$ cat src/rtl/tdc_pkg.sv
`default_nettype none
// ============================================================================
// Module      : tdc_pkg
// Description : Shared constants, state encoding and the enabled-oscillator
//               search used by the tdc readout sequencer.
// Revision    : 1.0 - initial release
// ============================================================================
package tdc_pkg;

  localparam int NUM_RO  = 8;
  localparam int NUM_SEG = 8;
  localparam int SEG_W   = 8;

  localparam logic [2:0] ST_IDLE   = 3'd0;
  localparam logic [2:0] ST_CLEAR  = 3'd1;
  localparam logic [2:0] ST_GAP    = 3'd2;
  localparam logic [2:0] ST_HOLD   = 3'd3;
  localparam logic [2:0] ST_SETTLE = 3'd4;
  localparam logic [2:0] ST_SEND   = 3'd5;
  localparam logic [2:0] ST_NEXT   = 3'd6;
  localparam logic [2:0] ST_FIN    = 3'd7;

  typedef enum logic [2:0] {
    S_IDLE   = ST_IDLE,
    S_CLEAR  = ST_CLEAR,
    S_GAP    = ST_GAP,
    S_HOLD   = ST_HOLD,
    S_SETTLE = ST_SETTLE,
    S_SEND   = ST_SEND,
    S_NEXT   = ST_NEXT,
    S_FIN    = ST_FIN
  } state_e;

  // Lowest set bit of mask at index >= from. Bit 3 of the result set means
  // no such oscillator exists; bits 2:0 hold the index otherwise.
  function automatic logic [3:0] find_next_ro(input logic [NUM_RO-1:0] mask,
                                              input logic [3:0]        from);
    logic [3:0] r;
    r = 4'b1000;
    for (int i = NUM_RO - 1; i >= 0; i--) begin
      if (mask[i] && (i >= int'(from))) r = {1'b0, i[2:0]};
    end
    return r;
  endfunction

endpackage
`default_nettype wire

$ cat src/rtl/tdc_delay_cnt.sv
`default_nettype none
// ============================================================================
// Module      : tdc_delay_cnt
// Description : Loadable 8-bit down-counter. A wait of N cycles is made by
//               loading N-1; expire_o is high on the final cycle of the wait.
// Revision    : 1.0 - initial release
// ============================================================================
module tdc_delay_cnt (
  input  logic       clk,
  input  logic       rst_n,
  input  logic       load_i,
  input  logic [7:0] load_val_i,
  output logic [7:0] cnt_o,
  output logic       expire_o
);

  logic [7:0] cnt_q;
  logic [7:0] cnt_d;

  // Load takes priority; otherwise count down and rest at zero.
  always_comb begin
    cnt_d = cnt_q;
    if (load_i)              cnt_d = load_val_i;
    else if (cnt_q != 8'd0)  cnt_d = cnt_q - 8'd1;
  end

  // Counter register.
  always_ff @(posedge clk or negedge rst_n) begin
    if (!rst_n) cnt_q <= 8'd0;
    else        cnt_q <= cnt_d;
  end

  assign cnt_o    = cnt_q;
  assign expire_o = (cnt_q == 8'd0);

endmodule
`default_nettype wire

$ cat src/rtl/tdc_readout_ctrl.sv
`default_nettype none
// ============================================================================
// Module      : tdc_readout_ctrl
// Description : Sequences clear/arm/hold of each enabled ring oscillator in
//               the tdc, then streams the 8 snapshot segment bytes of each.
// Revision    : 1.0 - initial release
// ============================================================================
module tdc_readout_ctrl
  import tdc_pkg::*;
#(
  parameter int unsigned SETTLE_CYCLES = 4,
  parameter int unsigned GAP_CYCLES    = 2,
  parameter int unsigned ACT_CYCLES    = 16,
  parameter logic [7:0]  RO_MASK       = 8'hFF
) (
  input  logic             clk,
  input  logic             rst_n,
  input  logic             start,
  input  logic             abort,
  input  logic [SEG_W-1:0] tdc_data,
  output logic             ro_activate,
  output logic             ro_deactivate,
  output logic [2:0]       out_sel,
  output logic [2:0]       bit_sel,
  output logic             m_valid,
  input  logic             m_ready,
  output logic [SEG_W-1:0] m_data,
  output logic [2:0]       m_ro_idx,
  output logic [2:0]       m_seg_idx,
  output logic             m_last,
  output logic             busy,
  output logic             done
);

  // The last GAP cycle already carries ro_activate, so HOLD covers the rest.
  // With ACT_CYCLES==1 HOLD is a single cycle with ro_activate low.
  localparam logic [7:0] C_GAP_LOAD    = 8'(GAP_CYCLES - 1);
  localparam logic [7:0] C_SETTLE_LOAD = 8'(SETTLE_CYCLES - 1);
  localparam logic [7:0] C_HOLD_LOAD   = (ACT_CYCLES > 1) ? 8'(ACT_CYCLES - 2) : 8'd0;

  generate
    if (SETTLE_CYCLES < 1 || SETTLE_CYCLES > 255 ||
        GAP_CYCLES < 1    || GAP_CYCLES > 255    ||
        ACT_CYCLES < 1    || ACT_CYCLES > 255) begin : g_bad_param
      $error("tdc_readout_ctrl: wait parameters must lie in 1..255");
    end
  endgenerate

  state_e           state_q, state_d;
  logic [2:0]       out_sel_q, out_sel_d;
  logic [2:0]       bit_sel_q, bit_sel_d;
  logic             m_valid_q, m_valid_d;
  logic [SEG_W-1:0] m_data_q, m_data_d;
  logic [2:0]       m_ro_idx_q, m_ro_idx_d;
  logic [2:0]       m_seg_idx_q, m_seg_idx_d;
  logic             m_last_q, m_last_d;
  logic             ro_act_q, ro_act_d;
  logic             ro_deact_q, ro_deact_d;
  logic             busy_q, busy_d;
  logic             done_q, done_d;

  logic             cnt_load;
  logic [7:0]       cnt_val;
  logic [7:0]       w_cnt;
  logic             w_expire;
  logic [3:0]       w_first;
  logic [3:0]       w_nxt;
  logic             w_gap_last_next;

  tdc_delay_cnt u_delay (
    .clk        (clk),
    .rst_n      (rst_n),
    .load_i     (cnt_load),
    .load_val_i (cnt_val),
    .cnt_o      (w_cnt),
    .expire_o   (w_expire)
  );

  assign w_first = find_next_ro(RO_MASK, 4'd0);
  assign w_nxt   = find_next_ro(RO_MASK, {1'b0, out_sel_q} + 4'd1);

  // Next GAP cycle is the final one: either entering GAP with a 1-cycle gap,
  // or the counter is one step away from expiring.
  assign w_gap_last_next = (state_q == S_CLEAR) ? (GAP_CYCLES == 1) : (w_cnt == 8'd1);

  // Next-state and next-output decode; abort overrides any active state.
  always_comb begin
    state_d     = state_q;
    out_sel_d   = out_sel_q;
    bit_sel_d   = bit_sel_q;
    m_valid_d   = m_valid_q;
    m_data_d    = m_data_q;
    m_ro_idx_d  = m_ro_idx_q;
    m_seg_idx_d = m_seg_idx_q;
    m_last_d    = m_last_q;
    cnt_load    = 1'b0;
    cnt_val     = 8'd0;

    case (state_q)
      S_IDLE: begin
        if (start) begin
          if (!w_first[3]) begin
            out_sel_d = w_first[2:0];
            bit_sel_d = 3'd0;
            state_d   = S_CLEAR;
          end else begin
            state_d   = S_FIN;
          end
        end
      end
      S_CLEAR: begin
        state_d  = S_GAP;
        cnt_load = 1'b1;
        cnt_val  = C_GAP_LOAD;
      end
      S_GAP: begin
        if (w_expire) begin
          state_d  = S_HOLD;
          cnt_load = 1'b1;
          cnt_val  = C_HOLD_LOAD;
        end
      end
      S_HOLD: begin
        if (w_expire) begin
          state_d  = S_SETTLE;
          cnt_load = 1'b1;
          cnt_val  = C_SETTLE_LOAD;
        end
      end
      S_SETTLE: begin
        if (w_expire) begin
          state_d     = S_SEND;
          m_valid_d   = 1'b1;
          m_data_d    = tdc_data;
          m_ro_idx_d  = out_sel_q;
          m_seg_idx_d = bit_sel_q;
          m_last_d    = (bit_sel_q == 3'(NUM_SEG - 1)) && w_nxt[3];
        end
      end
      S_SEND: begin
        if (m_ready) begin
          m_valid_d = 1'b0;
          m_last_d  = 1'b0;
          if (bit_sel_q != 3'(NUM_SEG - 1)) begin
            bit_sel_d = bit_sel_q + 3'd1;
            state_d   = S_SETTLE;
            cnt_load  = 1'b1;
            cnt_val   = C_SETTLE_LOAD;
          end else begin
            state_d   = S_NEXT;
          end
        end
      end
      S_NEXT: begin
        if (!w_nxt[3]) begin
          out_sel_d = w_nxt[2:0];
          bit_sel_d = 3'd0;
          state_d   = S_CLEAR;
        end else begin
          state_d   = S_FIN;
        end
      end
      S_FIN:   state_d = S_IDLE;
      default: state_d = S_IDLE;
    endcase

    if (abort && (state_q != S_IDLE) && (state_q != S_FIN)) begin
      state_d   = S_FIN;
      m_valid_d = 1'b0;
      m_last_d  = 1'b0;
    end

    ro_act_d   = ((state_d == S_GAP) && w_gap_last_next) ||
                 ((state_d == S_HOLD) && (ACT_CYCLES > 1));
    // The FIN pulses are registered decodes of the FIN state itself.
    ro_deact_d = (state_d == S_CLEAR) || (state_q == S_FIN);
    done_d     = (state_q == S_FIN);
    busy_d     = (state_d != S_IDLE);
  end

  // State and output registers; reset clears everything immediately.
  always_ff @(posedge clk or negedge rst_n) begin
    if (!rst_n) begin
      state_q     <= S_IDLE;
      out_sel_q   <= 3'd0;
      bit_sel_q   <= 3'd0;
      m_valid_q   <= 1'b0;
      m_data_q    <= '0;
      m_ro_idx_q  <= 3'd0;
      m_seg_idx_q <= 3'd0;
      m_last_q    <= 1'b0;
      ro_act_q    <= 1'b0;
      ro_deact_q  <= 1'b0;
      busy_q      <= 1'b0;
      done_q      <= 1'b0;
    end else begin
      state_q     <= state_d;
      out_sel_q   <= out_sel_d;
      bit_sel_q   <= bit_sel_d;
      m_valid_q   <= m_valid_d;
      m_data_q    <= m_data_d;
      m_ro_idx_q  <= m_ro_idx_d;
      m_seg_idx_q <= m_seg_idx_d;
      m_last_q    <= m_last_d;
      ro_act_q    <= ro_act_d;
      ro_deact_q  <= ro_deact_d;
      busy_q      <= busy_d;
      done_q      <= done_d;
    end
  end

  assign ro_activate   = ro_act_q;
  assign ro_deactivate = ro_deact_q;
  assign out_sel       = out_sel_q;
  assign bit_sel       = bit_sel_q;
  assign m_valid       = m_valid_q;
  assign m_data        = m_data_q;
  assign m_ro_idx      = m_ro_idx_q;
  assign m_seg_idx     = m_seg_idx_q;
  assign m_last        = m_last_q;
  assign busy          = busy_q;
  assign done          = done_q;

endmodule
`default_nettype wire
$ cat config.mk
export PLATFORM = sky130hd
export DESIGN_NAME = tdc_readout_ctrl
export DESIGN_NICKNAME = d
export VERILOG_FILES = /design/src/rtl/tdc_pkg.sv /design/src/rtl/tdc_delay_cnt.sv /design/src/rtl/tdc_readout_ctrl.sv
export SDC_FILE = /design/constraint.sdc
export NUM_CORES = 1
export LEC_CHECK = 0
export CAP_MARGIN = 10
export CELL_PAD_IN_SITES_DETAIL_PLACEMENT = 0
export CELL_PAD_IN_SITES_GLOBAL_PLACEMENT = 1
export CORE_UTILIZATION = 36
export DETAILED_ROUTE_END_ITERATION = 8
export GPL_TIMING_DRIVEN = 0
export PLACE_DENSITY_LB_ADDON = 0.1
export SLEW_MARGIN = 15
export SYNTH_ARGS = -nofsm -noshare
export SYNTH_HDL_FRONTEND = slang
export SYNTH_SLANG_ARGS = --single-unit
$ cat constraint.sdc
create_clock -name clk -period 1.9 [get_ports clk]
set_input_delay 0.285 -clock clk [delete_from_list [all_inputs] [get_ports clk]]
set_output_delay 0.285 -clock clk [all_outputs]
set_load 0.01 [all_outputs]
==> flow_metrics.env, run 1 <==
export IMPL_arrival_ps=1980
export IMPL_yosys_area_top_type="dfrtp_1"
export IMPL_worstSetupStartpointType="register"
export IMPL_powerDensity_mw_per_mm2=1600
export IMPL_synth_top_area_share_pct=48.4
export IMPL_path_clk_slew_ps=70
export IMPL_num_antenna_cells=0
export IMPL_tightest_slew_ps=513
export IMPL_insertion_delay_ps=290
export IMPL_wl_per_cell_um=14.2
export IMPL_routabilityCongestion=0.812
export IMPL_total_leakage_power_nw=1.16
export IMPL_ant_nets=0
export IMPL_fin_crit_ps=1800
export IMPL_grt_use_total_pct=17.5
export IMPL_cts_buffers=5
export IMPL_dieArea_mm2=0.00561
export IMPL_r2r_end="u_delay.cnt_o[0]$_DFFE_PN0P_"
export IMPL_max_cap_viol_count=0
export IMPL_dieHeight_um=74.9
export IMPL_syn_area_per_cell_um2=10.7
export IMPL_path_max_fanout=10
export IMPL_ir_drop_mv=0.558
export IMPL_synth_top_family_by_area="simple AND/OR/NAND/NOR gates"
export IMPL_drt_iter0_drc=105
export IMPL_synthXorXnorAreaFrac_pct=1.37
export IMPL_syn_nets=198
export IMPL_setup_viol=0
export IMPL_antenna_found_initial=0
export IMPL_htree_levels=2
export IMPL_fin_nets=259
export IMPL_num_vias=1558
export IMPL_cts_tree="yes"
export IMPL_fmax_mhz=554
export IMPL_ys_ff_latch=37
export IMPL_rrSetupSlack_ps=100
export IMPL_syn_to_final_growth_pct=39.0
export IMPL_pin_count=39
export IMPL_synth_top_flop_cell="dfrtp_1"
export IMPL_drv_slew=0
export IMPL_vias_per_cell=5.01
export IMPL_synthArstFlopShare_pct=100
export IMPL_dr_pass1_iters=4
export IMPL_whs_ps=400
export IMPL_rsz0062_at_grt="no"
export IMPL_drive_gt1_share_pct=23.2
export IMPL_fin_ws_ps=95.4
export IMPL_clock_root_buffer="clkbuf_8"
export IMPL_yosysWarnings=0
export IMPL_start_util_pct=37.4
export IMPL_wirelength_um=4420
export IMPL_hpwl_um=3200
export IMPL_hold_viol=0
export IMPL_place_ws_ps=-252
export IMPL_crit_type="reg -> reg"
export IMPL_syn_area_mm2=0.00191
export IMPL_grt_pass1_wl_um=7310
export IMPL_endpoint="u_delay.cnt_o[0]$_DFFE_PN0P_"
export IMPL_fp_coreArea_mm2=0.00511
export IMPL_synth_area_top_cells="dfrtp_1 (48%), mux2_2 (6.5%), ha_1 (3.9%)"
export IMPL_synth_compound_area_share_pct=14.9
export IMPL_grt_pass1_vias=1565
export IMPL_worstRegToRegCells=5
export IMPL_status="completed"
export IMPL_drc_errors=0
export IMPL_end_kind="register"
export IMPL_grt_max_degree=28
export IMPL_dp_cells=288
export IMPL_port_buffers=38
export IMPL_grt_overflow_total=0
export IMPL_ys_seq_area_share_pct=48.4
export IMPL_r2r_start="state_q[2]$_DFF_PN0_"
export IMPL_crit_start="state_q[2]$_DFF_PN0_"
export IMPL_synth_cells=179
export IMPL_die_w_um=74.9
export IMPL_clock_sinks=37
export IMPL_placementRows=26
export IMPL_synth_edf_count=0
export IMPL_synth_simple_area_share_pct=18.5
export IMPL_slew_headroom_pct=65.5
export IMPL_fin_cells=311
export IMPL_synthDistinctLibCells=45
export IMPL_fin_crit_sh_pct=95.0
export IMPL_synth_area_mux_share_pct=9.36
export IMPL_synth_adder_area_share_pct=3.93
export IMPL_clockBufferDepth=2
export IMPL_skew_ps=8.40
export IMPL_hold_path_class="in -> async"
export IMPL_worstPathRequired_ps=2070
## registers in the layout, summed over array words and instances, names as in the netlist, 3 cells and up
name	flops
bit_sel	3
m_ro_idx	3
m_seg_idx	3
u_delay.cnt_o	8
m_data	8
out_sel	3
state_q	3
## per-layer routing
metal / vias up / GRT usage (%) / wire, um
met5: - / 0 / 0
met4: 0 / 8.18 / 84
met3: 7 / 4.42 / 150
met2: 29 / 27.9 / 2070
met1: 756 / 22.3 / 2120
li1: 766 / - / -
## layout by cell type, fill, tap and decap left out, types with 4 or more instances in the layout
cell type,Yosys,layout
ha_1,6,5
clkdlybuf4s50_1,0,37
a22o_1,5,5
o21ai_0,7,7
buf_2,3,4
nor3_1,8,8
inv_1,9,7
nand2b_1,4,4
buf_4,0,14
nand2_1,10,10
clkbuf_8,0,6
nor2_1,17,16
nand3_1,7,7
dfrtp_1,37,37
mux2_2,11,11
a21oi_1,9,9
## timing repair
action,CTS,global route
hold endpoints to repair,10,0
endpoints found under the setup margin,26,24
pin swaps,2,5
hold buffers,1,0
resized for setup,3,4
buffers inserted,4,10
gates cloned,0,0
## cell usage after synthesis (2+ instances only)
library cell,instances
nand2_1,10
nor4_1,2
and3_1,3
a21oi_1,9
o21ai_0,7
o22ai_1,2
o211ai_1,2
mux2_2,11
clkbuf_1,2
nand2b_1,4
nor2_1,17
a22o_1,5
nand3_1,7
nor3_1,8
buf_2,3
inv_1,9
nor2b_1,2
ha_1,6
dfrtp_1,37
xnor2_1,3
mux2_4,3
o31ai_1,2
a21boi_0,2
a211oi_1,2
## kinds of logic after synthesis
kind of cell	Yosys count
AOI/OAI and AO/OA	40
xor gates and xnor gates	3
adders and majority gates	6
buffers and inverters	15
DFF	37
muxes	15
and+or+nand+nor	63
## worst min-delay path by stage
| stage | endpoint | slack (ps) |
|---|---|---|
| floorplan | bit_sel[0]$_DFFE_PN0P_ | -10 |
| global placement | m_ro_idx[1]$_DFFE_PN0P_ | 470 |
| detailed placement | u_delay.cnt_o[4]$_DFFE_PN0P_ | 180 |
| CTS | u_delay.cnt_o[4]$_DFFE_PN0P_ | 410 |
| global route | u_delay.cnt_o[4]$_DFFE_PN0P_ | 420 |
| finish | u_delay.cnt_o[4]$_DFFE_PN0P_ | 400 |
## final cells by class
class | instances | area [um^2]
clock inverter | 2 | 37.5
clock buffer | 6 | 82.6
inverter | 9 | 33.8
tap | 70 | 87.6
fill | 472 | 2450
buffer | 6 | 33.8
multi-input combinational | 127 | 946
sequential | 37 | 926
timing repair buffer | 54 | 510
## power breakdown
part / leakage, nW / internal (mW) / switching [mW]
combinational: 0.632 / 1.12 / 1.07
clock: 0.0574 / 0.427 / 0.287
sequential: 0.470 / 1.09 / 0.257
total: 1.16 / 2.64 / 1.61
## per-stage QoR
step / cell area, um^2 / TNS (ps) / utilization, % / power (mW)
6_report: 2660 / 0 / 52.0 / 4.25
5_1_grt: 2660 / 0 / 52.0 / 4.57
4_1_cts: 2560 / 0 / 50.2 / 4.11
3_5_place_dp: 2390 / -3020 / 46.9 / 3.30
3_3_place_gp: 2380 / -12580 / 46.6 / 3.27
2_1_floorplan: 1910 / 0 / - / 2.58
## worst max-delay path, stage by stage, from the launching register on
cell and delay, ps:
dfrtp_1 380, buf_2 240, clkbuf_1 390, a21boi_0 240
o22ai_1 120, a221o_1 320
Note: power is estimated with default switching activity, not from simulation.
==> run 2: changes to the inputs <==
--- a/config.mk
+++ b/config.mk
@@ -12,7 +12,6 @@
 export DETAILED_ROUTE_END_ITERATION = 8
 export GPL_TIMING_DRIVEN = 0
 export PLACE_DENSITY_LB_ADDON = 0.1
-export SLEW_MARGIN = 15
 export SYNTH_ARGS = -nofsm -noshare
 export SYNTH_HDL_FRONTEND = slang
 export SYNTH_SLANG_ARGS = --single-unit
==> run 2 against run 1 <==
Compared with the run above: register-to-register slack got worse by 20 ps; first-iteration DRC count decreased by 2.9%; design area decreased by 3.1%; clock power increased by 0.6%; worst hold slack got worse by 320 ps; combinational power decreased by 5%; utilization decreased by 1.6 points; setup slack got worse by 17 ps; largest power group unchanged.
==> flow_metrics.env, run 2 (synthesis gave the netlist of run 1 again) <==
export IMPL_status="completed"
export IMPL_fmax_mhz=549
export IMPL_worstPathRequired_ps=2080
export IMPL_p_seq_share_pct=32.7
export IMPL_grt_use_total_pct=16.7
export IMPL_setup_viol=0
export IMPL_dp_cells=287
export IMPL_start_util_pct=37.4
export IMPL_end_kind="register"
export IMPL_antenna_found_initial=0
export IMPL_port_buffers=38
export IMPL_vias_per_cell=5.03
export IMPL_fp_coreArea_mm2=0.00511
export IMPL_grt_pass1_vias=1496
export IMPL_num_vias=1523
export IMPL_grt_overflow_total=0
export IMPL_wirelength_um=4320
export IMPL_total_power_mw=4.14
export IMPL_worstSetupStartpointType="register"
export IMPL_pin_count=39
export IMPL_crit_type="reg -> reg"
export IMPL_slew_headroom_pct=46.2
export IMPL_drv_slew=0
export IMPL_routabilityCongestion=0.812
export IMPL_powerDensity_mw_per_mm2=1610
export IMPL_dieHeight_um=74.9
export IMPL_layout_common_cells="dfrtp_1 (37), clkdlybuf4s50_1 (37), nor2_1 (16)"
export IMPL_clock_root_buffer="clkbuf_8"
export IMPL_sw_frac_of_total_pct=38.2
export IMPL_hold_path_class="in -> async"
export IMPL_total_leakage_power_nw=1.12
export IMPL_tightest_slew_ps=807
export IMPL_clockBufferDepth=2
export IMPL_cts_tree="yes"
export IMPL_placementRows=26
export IMPL_die_w_um=74.9
export IMPL_insertion_delay_ps=290
export IMPL_p_int_mw=2.56
export IMPL_cts_buffers=5
export IMPL_fin_cells=303
export IMPL_cts_hold_buffers=0
export IMPL_wl_per_cell_um=14.2
export IMPL_drive_gt1_share_pct=20.2
export IMPL_drt_iter0_drc=102
export IMPL_max_cap_viol_count=0
export IMPL_grt_pass1_wl_um=7010
export IMPL_p_comb_share_pct=49.9
export IMPL_path_max_fanout=10
export IMPL_hpwl_um=3100
export IMPL_hold_viol=0
export IMPL_fin_crit_sh_pct=95.9
export IMPL_drc_errors=0
export IMPL_htree_levels=2
export IMPL_syn_to_final_growth_pct=34.8
export IMPL_ir_drop_mv=0.594
export IMPL_path_clk_slew_ps=80
export IMPL_setup_tns_ps=0
export IMPL_dieArea_mm2=0.00561
export IMPL_grt_max_degree=38
export IMPL_arrival_ps=2000
export IMPL_skew_ps=5.88
export IMPL_num_antenna_cells=0
export IMPL_clkPwrFrac_pct=17.3
export IMPL_fin_nets=251
export IMPL_ant_nets=0
export IMPL_fin_crit_ps=1820
export IMPL_dr_pass1_iters=4
export IMPL_clock_sinks=37
export IMPL_p_switching_mw=1.58
run 2: changes by cell type in the layout (fill, tap and decap cells not counted), sizes merged:
cell         delta
buf             -7
dlygate4sd3     -1
run 2: metal layers:
metal	wire, um	up-vias	GRT usage, %
li1	-	747	-
met1	1980	738	21.7
met2	2090	33	26.4
met3	200	5	4.95
met4	51	0	6.29
met5	0	-	0
run 2: per-stage QoR:
step / hold slack (ps) / worst slack (ps) / instance area (um^2) / utilization (%)
6_report: 77.7 / 78.5 / 2580 / 50.4
5_1_grt: 141 / -2.21 / 2580 / 50.4
2_1_floorplan: -10.6 / 72.8 / 1910 / -
3_5_place_dp: 436 / -245 / 2370 / 46.5
4_1_cts: 114 / 5.05 / 2530 / 49.6
3_3_place_gp: 467 / -301 / 2380 / 46.6
run 2: final cells by class:
type	count	area, um^2
repair buffers	46	435
multi-input cells	127	940
clock buffers	6	82.6
fillers	485	2530
flip-flops and latches	37	926
plain buffers	6	33.8
clock inverters	2	37.5
inverters	9	33.8
well taps	70	87.6
run 2: critical path, cell delays in order, from the launching register on:
cell,delay [ps]
dfrtp_1,410
inv_1,140
ha_4,160
nor3b_4,260
buf_4,170
nand4_4,100
buf_6,180
mux2_4,290
run 2: final timing paths:
path,from,endpoint,slack [ps],depth (start not counted)
worst min register to register,m_ro_idx[1]$_DFFE_PN0P_,m_ro_idx[1]$_DFFE_PN0P_,490,2
worst min-delay path,rst_n,m_seg_idx[0]$_DFFE_PN0P_,80,1
worst max register to register,u_delay.cnt_o[1]$_DFFE_PN0P_,m_data[4]$_DFFE_PN0P_,80,7
worst max-delay path,u_delay.cnt_o[1]$_DFFE_PN0P_,m_data[4]$_DFFE_PN0P_,80,7
min in group clk,m_ro_idx[1]$_DFFE_PN0P_,m_ro_idx[1]$_DFFE_PN0P_,490,2
max in group asynchronous,rst_n,bit_sel[1]$_DFFE_PN0P_,1300,1
run 2: what timing repair did:
item,in CTS,in global routing
setup endpoints to repair,26,20
gates resized for setup,3,2
pin swaps,2,2
setup buffers,4,4
run 2: power by group through the flow:
stage                     Clock, mW  Sequential, mW  Combinational [mW]
after global placement            0            1.34                1.92
after floorplan                   0            1.40                1.17
after detailed placement          0            1.36                1.93
after global routing          0.764            1.40                2.29
final                         0.718            1.35                2.07
after CTS                     0.732            1.36                1.99
==> run 3: changes to the inputs <==
--- a/config.mk
+++ b/config.mk
@@ -12,6 +12,7 @@
 export DETAILED_ROUTE_END_ITERATION = 8
 export GPL_TIMING_DRIVEN = 0
 export PLACE_DENSITY_LB_ADDON = 0.1
+export REMOVE_ABC_BUFFERS = 1
 export SYNTH_ARGS = -nofsm -noshare
 export SYNTH_HDL_FRONTEND = slang
 export SYNTH_SLANG_ARGS = --single-unit
==> run 3 against run 2 <==
Compared with the run above: clock skew increased by 5.2 ps; clock-buffer cell count decreased by 1; critical endpoint is now busy$_DFF_PN0_; first-iteration DRC count decreased by 62%; via count increased by 1.2%; largest power group unchanged; setup slack improved by 29 ps.
==> flow_metrics.env, run 3 (synthesis gave the netlist of run 1 again) <==
export IMPL_insertion_delay_ps=290
export IMPL_dieHeight_um=74.9
export IMPL_worstSetupStartpointType="register"
export IMPL_fin_nets=250
export IMPL_rsz0062_at_grt="no"
export IMPL_worstRegToRegCells=8
export IMPL_dieArea_mm2=0.00561
export IMPL_arrival_ps=1950
export IMPL_grt_overflow_total=0
export IMPL_status="completed"
export IMPL_r2r_end="busy$_DFF_PN0_"
export IMPL_cts_tree="yes"
export IMPL_p_comb_share_pct=51.7
export IMPL_path_clk_slew_ps=80
export IMPL_hold_path_class="in -> async"
export IMPL_p_switching_mw=1.64
export IMPL_crit_start="u_delay.cnt_o[0]$_DFFE_PN0P_"
export IMPL_drt_iter0_drc=39
export IMPL_drc_errors=0
export IMPL_cts_buffers=5
export IMPL_grt_max_degree=38
export IMPL_vias_per_cell=5.10
export IMPL_end_kind="register"
export IMPL_port_buffers=38
export IMPL_clock_root_buffer="clkbuf_8"
export IMPL_cts_hold_buffers=0
export IMPL_path_max_fanout=4
export IMPL_cp_slowest_cell="dfrtp_1"
export IMPL_crit_chain="inv_2, ha_4, nor3b_4, and2_4, nor3_2, a311oi_2, buf_4, nand3_1"
export IMPL_max_cap_viol_count=0
export IMPL_mostFrequentLayoutCell="clkdlybuf4s50_1"
export IMPL_fp_coreArea_mm2=0.00511
export IMPL_hold_viol=0
export IMPL_antenna_found_initial=0
export IMPL_rrSetupSlack_ps=110
export IMPL_setup_tns_ps=0
export IMPL_crit_type="reg -> reg"
export IMPL_slowest_delay_ps=420
export IMPL_die_w_um=74.9
export IMPL_pin_count=39
export IMPL_grt_pass1_wl_um=7020
export IMPL_clockBufferDepth=2
export IMPL_sw_frac_of_total_pct=40.0
export IMPL_endpoint="busy$_DFF_PN0_"
export IMPL_skew_ps=11.1
export IMPL_layout_common_cells="clkdlybuf4s50_1 (37), dfrtp_1 (34), nor2_1 (16)"
export IMPL_slew_headroom_pct=45.1
export IMPL_p_int_mw=2.47
export IMPL_r2r_start="u_delay.cnt_o[0]$_DFFE_PN0P_"
export IMPL_worstPathRequired_ps=2060
export IMPL_start_util_pct=37.4
export IMPL_fin_util_pct=51.0
export IMPL_ant_nets=0
export IMPL_syn_to_final_growth_pct=36.1
export IMPL_placementRows=26
export IMPL_ir_drop_mv=0.616
export IMPL_clkPwrFrac_pct=13.1
export IMPL_wirelength_um=4500
export IMPL_hpwl_um=3070
export IMPL_fin_crit_ps=1790
export IMPL_whs_ps=89.2
export IMPL_routabilityCongestion=0.776
export IMPL_wl_per_cell_um=14.9
export IMPL_dr_pass1_iters=4
export IMPL_p_seq_share_pct=35.2
export IMPL_num_vias=1541
export IMPL_tightest_slew_ps=823
export IMPL_drive_gt1_share_pct=23.7
export IMPL_setup_viol=0
export IMPL_powerDensity_mw_per_mm2=1580
export IMPL_grt_use_total_pct=16.7
export IMPL_total_leakage_power_nw=1.12
export IMPL_drv_slew=0
export IMPL_fillCellCount=477
export IMPL_grt_pass1_vias=1482
export IMPL_fin_crit_sh_pct=94.3
export IMPL_fmax_mhz=558
export IMPL_htree_levels=2
export IMPL_clock_sinks=37
export IMPL_num_antenna_cells=0
==> run 3: layout make-up <==
type | instances | area [um^2] | share of cell area, %
clock buffer | 5 | 68.8 | 2.64
clock inverter | 3 | 17.5 | 0.673
inverter | 9 | 33.8 | 1.30
multi-input combinational | 127 | 971 | 37.3
sequential | 37 | 935 | 35.9
tap | 70 | 87.6 | 3.37
timing repair buffer | 51 | 489 | 18.8
==> run 3: power by group through the flow <==
stage | combinational [mW] | clock [mW] | sequential, mW
final | 2.13 | 0.540 | 1.45
after global routing | 2.32 | 0.590 | 1.50
after CTS | 1.82 | 0.562 | 1.49
after detailed placement | 1.76 | 0 | 1.49
after global placement | 1.74 | 0 | 1.48
after floorplan | 1.04 | 0 | 1.49
==> run 3: metrics by stage <==
| stage | power (mW) | cells | cell area, um^2 | worst slack (ps) |
|---|---|---|---|---|
| after floorplan | 2.53 | 173 | 1880 | 83.6 |
| after global placement | 3.22 | 281 | 2350 | -308 |
| after detailed placement | 3.26 | 281 | 2340 | -174 |
| after CTS | 3.88 | 293 | 2480 | 0.195 |
| after global routing | 4.41 | 302 | 2600 | 21.6 |
| final | 4.12 | 302 | 2600 | 108 |
==> run 3: timing repair <==
action	CTS	global route
cloned	0	0
setup endpoints to repair	30	23
pin swaps	2	4
buffers inserted	4	9
resized for setup	4	14
==> run 3: worst min path at each step <==
stage	to	slack, ps	depth (start not counted)
6_report	m_seg_idx[1]$_DFFE_PN0P_	90	1
5_1_grt	m_seg_idx[0]$_DFFE_PN0P_	160	1
4_1_cts	u_delay.cnt_o[5]$_DFFE_PN0P_	110	1
3_5_place_dp	ro_deactivate$_DFF_PN0_	430	1
3_3_place_gp	m_ro_idx[0]$_DFFE_PN0P_	470	2
2_1_floorplan	bit_sel[0]$_DFFE_PN0P_	-10	0
==> run 3: layer usage <==
layer | part of all wire (%) | routed length [um] | vias to the layer above | GRT usage, %
met1 | 47 | 2120 | 765 | 22.7
met3 | 2.7 | 121 | 5 | 4.02
met4 | 1.1 | 48 | 0 | 5.03
li1 | - | - | 747 | -
met2 | 49 | 2220 | 24 | 26.6
met5 | 0 | 0 | - | 0
==> run 3: critical path, delay by kind of cell, from the launching register on <==
family / cells / cell delay (ps)
compound gates: 1 / 250
fa+ha+maj: 1 / 160
buf+inv: 2 / 290
flops: 1 / 420
simple gates: 4 / 550
